==> src/rtl/ps2_mouse_rx.sv <==
// PS/2 mouse receiver: synchronizes and de-glitches the PS/2 lines, deframes
// 11-bit serial frames and assembles 3-byte movement packets. The packet bus
// only updates on a complete packet; bit 24 toggles on every update.
//
// state | meaning
// IDLE  | waiting for a start bit (falling clock edge with data low)
// RECV  | shifting in 8 data bits, parity and stop bit
`timescale 1ns/1ps
module ps2_mouse_rx #(
  parameter int FILT_LEN    = 8,
  parameter int BIT_TIMEOUT = 6000,
  parameter int PKT_TIMEOUT = 1000000
) (
  input  logic        clk_sys,
  input  logic        reset,
  input  logic        ps2_clk,
  input  logic        ps2_data,
  output logic [24:0] ps2_mouse,
  output logic        frame_err
);

  localparam int FILT_W = $clog2(FILT_LEN + 1);
  localparam int BIT_W  = $clog2(BIT_TIMEOUT + 1);
  localparam int PKT_W  = $clog2(PKT_TIMEOUT + 1);
  localparam logic [FILT_W-1:0] FILT_LAST = FILT_W'(FILT_LEN - 1);
  localparam logic [BIT_W-1:0]  BIT_LOAD  = BIT_W'(BIT_TIMEOUT);
  localparam logic [PKT_W-1:0]  PKT_LOAD  = PKT_W'(PKT_TIMEOUT);

  typedef enum logic {IDLE, RECV} state_t;

  logic              clk_s1, clk_s2, data_s1, data_s2;
  logic [FILT_W-1:0] filt_cnt;
  logic              filt_clk, filt_clk_q;
  logic              bit_evt;
  state_t            state, state_nxt;
  logic [3:0]        bit_cnt;
  logic [8:0]        shreg;
  logic [BIT_W-1:0]  bit_tmr;
  logic [PKT_W-1:0]  pkt_tmr;
  logic [1:0]        pkt_idx;
  logic [7:0]        status_b, x_b;
  logic              start_err, frame_ok, frame_bad, bit_to, shift_en;
  logic              status_rej, pkt_to;

  // Two-flop synchronizers; idle line level is high.
  always_ff @(posedge clk_sys or posedge reset) begin
    if (reset) begin
      clk_s1  <= 1'b1;
      clk_s2  <= 1'b1;
      data_s1 <= 1'b1;
      data_s2 <= 1'b1;
    end else begin
      clk_s1  <= ps2_clk;
      clk_s2  <= clk_s1;
      data_s1 <= ps2_data;
      data_s2 <= data_s1;
    end
  end

  // Clock filter: a new level is accepted after FILT_LEN consecutive samples.
  always_ff @(posedge clk_sys or posedge reset) begin
    if (reset) begin
      filt_cnt   <= '0;
      filt_clk   <= 1'b1;
      filt_clk_q <= 1'b1;
    end else begin
      filt_clk_q <= filt_clk;
      if (clk_s2 == filt_clk) begin
        filt_cnt <= '0;
      end else if (filt_cnt == FILT_LAST) begin
        filt_cnt <= '0;
        filt_clk <= clk_s2;
      end else begin
        filt_cnt <= filt_cnt + FILT_W'(1);
      end
    end
  end

  assign bit_evt = filt_clk_q & ~filt_clk;

  // Frame FSM state register.
  always_ff @(posedge clk_sys or posedge reset) begin
    if (reset) state <= IDLE;
    else       state <= state_nxt;
  end

  // Frame FSM next state and per-cycle frame events.
  always_comb begin
    state_nxt = state;
    start_err = 1'b0;
    frame_ok  = 1'b0;
    frame_bad = 1'b0;
    bit_to    = 1'b0;
    shift_en  = 1'b0;
    case (state)
      IDLE: begin
        if (bit_evt) begin
          if (!data_s2) state_nxt = RECV;
          else          start_err = 1'b1;
        end
      end
      RECV: begin
        if (bit_evt) begin
          if (bit_cnt == 4'd9) begin
            state_nxt = IDLE;
            // shreg holds 8 data bits plus parity: odd parity means XOR = 1
            if ((^shreg) && data_s2) frame_ok  = 1'b1;
            else                     frame_bad = 1'b1;
          end else begin
            shift_en = 1'b1;
          end
        end else if (bit_tmr == '0) begin
          bit_to    = 1'b1;
          state_nxt = IDLE;
        end
      end
      default: state_nxt = IDLE;
    endcase
  end

  // Frame datapath: bit counter, LSB-first shift register, bit timer.
  always_ff @(posedge clk_sys or posedge reset) begin
    if (reset) begin
      bit_cnt <= '0;
      shreg   <= '0;
      bit_tmr <= '0;
    end else begin
      if (state == IDLE) begin
        bit_cnt <= '0;
        shreg   <= '0;
      end else if (shift_en) begin
        bit_cnt <= bit_cnt + 4'd1;
        shreg   <= {data_s2, shreg[8:1]};
      end
      if (bit_evt || state == IDLE) bit_tmr <= BIT_LOAD;
      else if (bit_tmr != '0)       bit_tmr <= bit_tmr - BIT_W'(1);
    end
  end

  assign status_rej = frame_ok && (pkt_idx == 2'd0) && !shreg[3];
  assign pkt_to     = (pkt_idx != 2'd0) && (pkt_tmr == '0) && !bit_evt;

  // Packet assembler: status, X, Y; the output bus loads only on Y.
  always_ff @(posedge clk_sys or posedge reset) begin
    if (reset) begin
      pkt_idx   <= '0;
      status_b  <= '0;
      x_b       <= '0;
      ps2_mouse <= '0;
      pkt_tmr   <= '0;
    end else begin
      if (frame_ok || bit_evt) pkt_tmr <= PKT_LOAD;
      else if (pkt_tmr != '0)  pkt_tmr <= pkt_tmr - PKT_W'(1);
      if (frame_bad || bit_to) begin
        pkt_idx <= 2'd0;
      end else if (frame_ok) begin
        case (pkt_idx)
          2'd0: begin
            if (shreg[3]) begin
              status_b <= shreg[7:0];
              pkt_idx  <= 2'd1;
            end
          end
          2'd1: begin
            x_b     <= shreg[7:0];
            pkt_idx <= 2'd2;
          end
          2'd2: begin
            ps2_mouse <= {~ps2_mouse[24], shreg[7:0], x_b, status_b};
            pkt_idx   <= 2'd0;
          end
          default: pkt_idx <= 2'd0;
        endcase
      end else if (pkt_to) begin
        pkt_idx <= 2'd0;
      end
    end
  end

  // Single registered error pulse merging all causes.
  always_ff @(posedge clk_sys or posedge reset) begin
    if (reset) frame_err <= 1'b0;
    else       frame_err <= start_err | frame_bad | bit_to | status_rej;
  end

endmodule

==> config.mk <==
export PLATFORM = sky130hd
export DESIGN_NAME = ps2_mouse_rx
export DESIGN_NICKNAME = d
export VERILOG_FILES = /design/src/rtl/ps2_mouse_rx.sv
export SDC_FILE = /design/constraint.sdc
export NUM_CORES = 1
export LEC_CHECK = 0
export ABC_AREA = 1
export CORE_UTILIZATION = 50
export CTS_BUF_LIST = sky130_fd_sc_hd__clkbuf_8
export DETAILED_ROUTE_END_ITERATION = 10
export PLACE_DENSITY = 0.69
export SKIP_CTS_REPAIR_TIMING = 1
export SLEW_MARGIN = 20
export SYNTH_ARGS = -nofsm -noshare
export SYNTH_HDL_FRONTEND = slang
export SYNTH_SLANG_ARGS = --single-unit
==> constraint.sdc <==
create_clock -name clk_sys -period 5.1 [get_ports clk_sys]
set_input_delay 1.02 -clock clk_sys [delete_from_list [all_inputs] [get_ports clk_sys]]
set_output_delay 1.02 -clock clk_sys [all_outputs]
set_load 0.02 [all_outputs]
; ---- Word-level counts from Yosys, hierarchy flattened
; Index checks and enable logic that the tools add are counted.
[classes]
n_addsub = 4
eq_ne = 7
muxes = 37
bitwise = 9
reduce_logical = 25
[op_table]
columns = operator, count
row1 = 20-bit two-way mux, 2
row2 = 13-bit two-way mux, 2
row3 = 1-bit two-way mux, 21
row4 = 20-bit logical NOT, 1
row5 = 20-bit nonzero test, 1
row6 = "20-bit by 1-bit subtractor with 20-bit output, second input constant", 1
row7 = 9-bit two-way mux, 2
row8 = 4-bit two-way mux, 4
row9 = 13-bit logical NOT, 1
row10 = 13-bit nonzero test, 1
row11 = "13-bit by 1-bit subtractor with 13-bit output, second input constant", 1
row12 = 9-bit XOR reduction, 1
row13 = "4-bit by 1-bit adder with 4-bit output, second input constant", 2
row14 = 2-bit two-way mux, 4
row15 = 3-bit AND reduction, 2
row16 = 2-bit nonzero test, 3
row17 = 1-bit logical AND, 5
row18 = 1-bit inverter, 5
row19 = "4-bit by 3-bit == test with 1-bit output, second input constant", 1
row20 = "4-bit == test, second input constant", 1
row21 = "4-bit by 3-bit != test with 1-bit output, second input constant", 1
row22 = 2-bit one-hot mux with 2 select lines, 1
row23 = 2-bit AND reduction, 2
row24 = 4-bit AND reduction, 1
row25 = 11 further kinds, 16
[totals]
ff_bits = 101
input_bits = 4
out_inout_bits = 26

; ---- Logic depth before layout (Yosys ltp)
[logic_depth]
word_depth = 9
ltp_mapped = 15

; ---- Worst setup path after synthesis
; OpenSTA, ideal clock, no wires.
[synth_path]
path_kind = flip-flop to flip-flop
from = register filt_clk_q
to = register x_b[7]
arrival_time_ps = 1650
required_time_ps = 4982
setup_slack_ps = 3331
stages_incl_launch_ff = 11
path_buffers = 1
cell_sequence = dfstp_2 -> inv_1 -> nor2_2 -> inv_1 -> nor3_2 -> nand3_4 -> inv_4 -> nand3_4 -> buf_6 -> nand2_1 -> o21ai_2
[synth_via]
elab_chain_cells = 6
elab_cells_between_ends = 10
classes_between = mux (6) / bitwise (2) / reduce/logical (2)
[synth_lines]
columns = item, line
row1 = from (decl), 33  ; logic filt_clk, filt_clk_q;
row2 = from (signal assigned), 67  ; filt_clk_q <= filt_clk;
row3 = 1-bit bitwise AND *, 79  ; assign bit_evt = filt_clk_q & ~filt_clk;
row4 = 1-bit two-way mux, 103  ; if (bit_evt) begin
row5 = 1-bit two-way mux, 95  ; case (state)
row6 = 1-bit logical OR, 154  ; if (frame_bad || bit_to) begin
row7 = 1-bit inverter (no line), -
row8 = 3-bit AND reduction (no line) *, -
row9 = to (signal assigned), 165  ; x_b <= shreg[7:0];
row10 = to (decl), 41  ; logic [7:0] status_b, x_b;
; Mark *: on every way between the ends. The rest lies on a longest branch, timed or not.
; A chain may end at the register's enable or synchronous reset.

; ---- Worst setup path after layout
[layout_path]
from = register filt_clk_q
to = register ps2_mouse[18]
[layout_via]
elab_chain_cells = 6
elab_cells_between_ends = 10
classes_between = mux (6) / bitwise (2) / reduce/logical (2)
[layout_lines]
columns = item, line
row1 = 1-bit bitwise AND *, 79
row2 = 1-bit two-way mux, 103
row3 = 1-bit two-way mux, 95
row4 = 1-bit logical OR, 154
row5 = 1-bit inverter (no line), -
row6 = 3-bit AND reduction (no line) *, -
row7 = to (signal assigned), 169  ; ps2_mouse <= {~ps2_mouse[24], shreg[7:0], x_b, status_b};
row8 = to (decl), 18  ; output logic [24:0] ps2_mouse,
; Marked as above.

==> results.ini <==
[setup_path]
crit_type=register to register
critPathLaunchType=register
arrival_ns=2.88
slowest_delay_ns=0.52
cp_max_fo=34
end_kind=register
crit_top_cell=inv_1
required_ns=5.34
crit_path_top_delay_cell=dfstp_2
path_cells=inv_1, nor2_2, inv_1, nor3_2, nand3_4, inv_4, nand2_4, nand2_1, o21ai_1

[outcome]
status=complete, no violations

[placed_design]
hpwl_um=6179
place_area_um2=5056
port_buffers=29
dp_cells=665
gp_congestion=0.8403

[finish]
layoutNonFillerInstCount=681
nets=579
area_growth_pct=11.90
final_layout_size_suffix_gt1_frac=0.09599
fin_area_um2=5249
diodes=0

[global_route]
grt_pass1_vias=3655
grt_pass1_wl_um=16050
grt_max_degree=75
gr-usage-all-layers=0.2039
antenna_found_initial=0
overflow=0

[clocking]
cts_max_path_buffers=2
clk_pin_slew_worst_paths_ns=0.09
cts_buffers=9
cts.sinks=101
clk_latency_ns=0.37
cts_root_buf=clkbuf_8
htree_levels=3
cts_tree=built

[logic_synthesis]
ys_top_cells_by_count=nand2_1 (124), dfrtp_1 (95), inv_1 (63)
synth_top_family_by_area=simple AND/OR/NAND/NOR gates
yosys.area_share.simple=0.2417
ys_async_sr_fraction=1.000
yosys.area_share.xor_xnor=0.02614
synth-edff-count=0
muxShareOfSynthArea=0.002401
synth.area.top_cells=dfrtp_1 (51%), nand2_1 (9.9%), inv_1 (5.0%)
syn-cell-area_um2=4691
synthCells=538
synth_top_area_share=0.5068
yosysTopAreaCell=dfrtp_1
synthDistinctLibCells=37
ys_warn_count=0
synth_compound_area_frac=0.09683
postSynthAreaPerCell_um2=8.719
synth_fp_nets=549
synth_most_common_cell=nand2_1
ys_seq_elements=101
synthFlopType=dfrtp_1
seq_area_frac_synth=0.5404
synth-adder-area-share=0.01867

[detailed_routing]
vias=3562
avgViaCountPerCell=5.231
dr.first_iter.drc_count=144
dr.pass1.iters=4
ant_nets=0
totalWireLength_um=8774
drc_errors=0
wl_per_cell_um=12.88

[die]
die_h_um=98.86
initial_utilization=0.5276
num_rows=34
dieWidth_um=98.86
dieArea_um2=9773
boundaryPins=30
core-area_um2=8891

[worst_hold_path]
holdCritPathClass=register to register

[pwr]
p_per_area_nw_per_um2=394.9
ir_worst_vdd_uv=189.3
leakagePower_nw=2.511

[timing]
min_period_over_period=0.5174
finalHoldViolCount=0
fmax_ghz=0.3790
rsz0062_at_grt=no
finalSetupTns_ns=0
setup_viol=0
drv_slew=0
min_period_ns=2.639
worstMarginPinSlew_ns=0.8848
fin_worst_skew_ns=0.01603
slew-limit-headroom=0.4102

[job]
drv_cap=0

==> layout make-up <==
type / instances / area [um^2]
well taps: 108 / 135.1
inverters: 71 / 271.5
clock buffers: 9 / 123.9
multi-input cells: 354 / 1809
repair buffers: 31 / 305.3
fillers: 771 / 3642
flip-flops and latches: 101 / 2535
clock inverters: 7 / 68.82
==> critical path: cells and delay by family, from the launching register on <==
family / cells / cell delay, ns
AND/OR/NAND/NOR: 5 / 1.32
buffers and inverters: 3 / 0.60
flip-flops: 1 / 0.52
AO/OA/AOI/OAI: 1 / 0.06
==> power breakdown <==
group	total (W)	internal [W]	switching (W)
clock	0.000500	0.000225	0.000275
sequential	0.00102	0.000923	0.0000976
combinational	0.000551	0.000182	0.000369
==> placed cells by master (no fill, tap or decap), types with 2 or more instances in the layout <==
| cell | n |
|---|---|
| a31oi_1 | 2 |
| o21ai_0 | 22 |
| nand4_1 | 8 |
| clkdlybuf4s50_1 | 29 |
| nand3b_1 | 2 |
| dfrtp_1 | 95 |
| nand3_4 | 2 |
| buf_4 | 2 |
| a21oi_1 | 15 |
| nor2_1 | 51 |
| xor2_1 | 9 |
| nand2_2 | 2 |
| ha_1 | 7 |
| o21ai_1 | 13 |
| o21ai_2 | 12 |
| nor3_1 | 11 |
| dfstp_2 | 6 |
| xnor2_1 | 5 |
| nor4_1 | 9 |
| inv_2 | 7 |
| nor2_2 | 2 |
| nand3_1 | 36 |
| clkbuf_8 | 9 |
| or2_2 | 3 |
| inv_1 | 64 |
| inv_4 | 2 |
| nand2_1 | 124 |
| o22ai_1 | 10 |
| clkinvlp_4 | 3 |
==> flip-flops by register name (all words and copies together) (netlist names), 2 cells and up <==
| register | count |
|---|---|
| shreg | 9 |
| status_b | 8 |
| ps2_mouse | 25 |
| pkt_tmr | 20 |
| filt_cnt | 4 |
| bit_cnt | 4 |
| bit_tmr | 13 |
| pkt_idx | 2 |
| x_b | 8 |
==> routing by layer <==
| metal | share of wire | up-vias | track usage |
|---|---|---|---|
| li1 | - | 1797 | - |
| met1 | 0.46 | 1688 | 0.2556 |
| met2 | 0.49 | 58 | 0.3518 |
| met3 | 0.025 | 19 | 0.02482 |
| met4 | 0.028 | 0 | 0.09759 |
| met5 | 0 | - | 0 |
==> final timing paths <==
path,startpoint,end,slack [ns],cells past startpoint
min,data_s1,data_s2,0.37,0
max reg2reg,filt_clk_q,ps2_mouse[18],2.46,9
min reg2reg,data_s1,data_s2,0.37,0
max in group asynchronous,reset,data_s1,2.97,3
max,filt_clk_q,ps2_mouse[18],2.46,9
min in group asynchronous,reset,ps2_mouse[1],1.18,2
==> through the flow <==
stage | hold WS [ns] | util | total power, W | setup WS [ns]
after floorplan | 0.3452 | - | 0.001457 | 1.443
after global placement | 0.3464 | 0.5687 | 0.001566 | 2.499
after detailed placement | 0.3523 | 0.5687 | 0.001584 | 2.473
after CTS | 0.3721 | 0.5903 | 0.002083 | 2.470
after global routing | 0.3751 | 0.5903 | 0.002233 | 2.201
final | 0.3687 | 0.5903 | 0.002073 | 2.461
==> cell families after synthesis <==
kind of cell,after synthesis
simple gates,255
flops,101
buf+inv,83
compound gates,77
xor+xnor,14
fa+ha+maj,7
mux,1
Power figures use the tool's default switching activity.
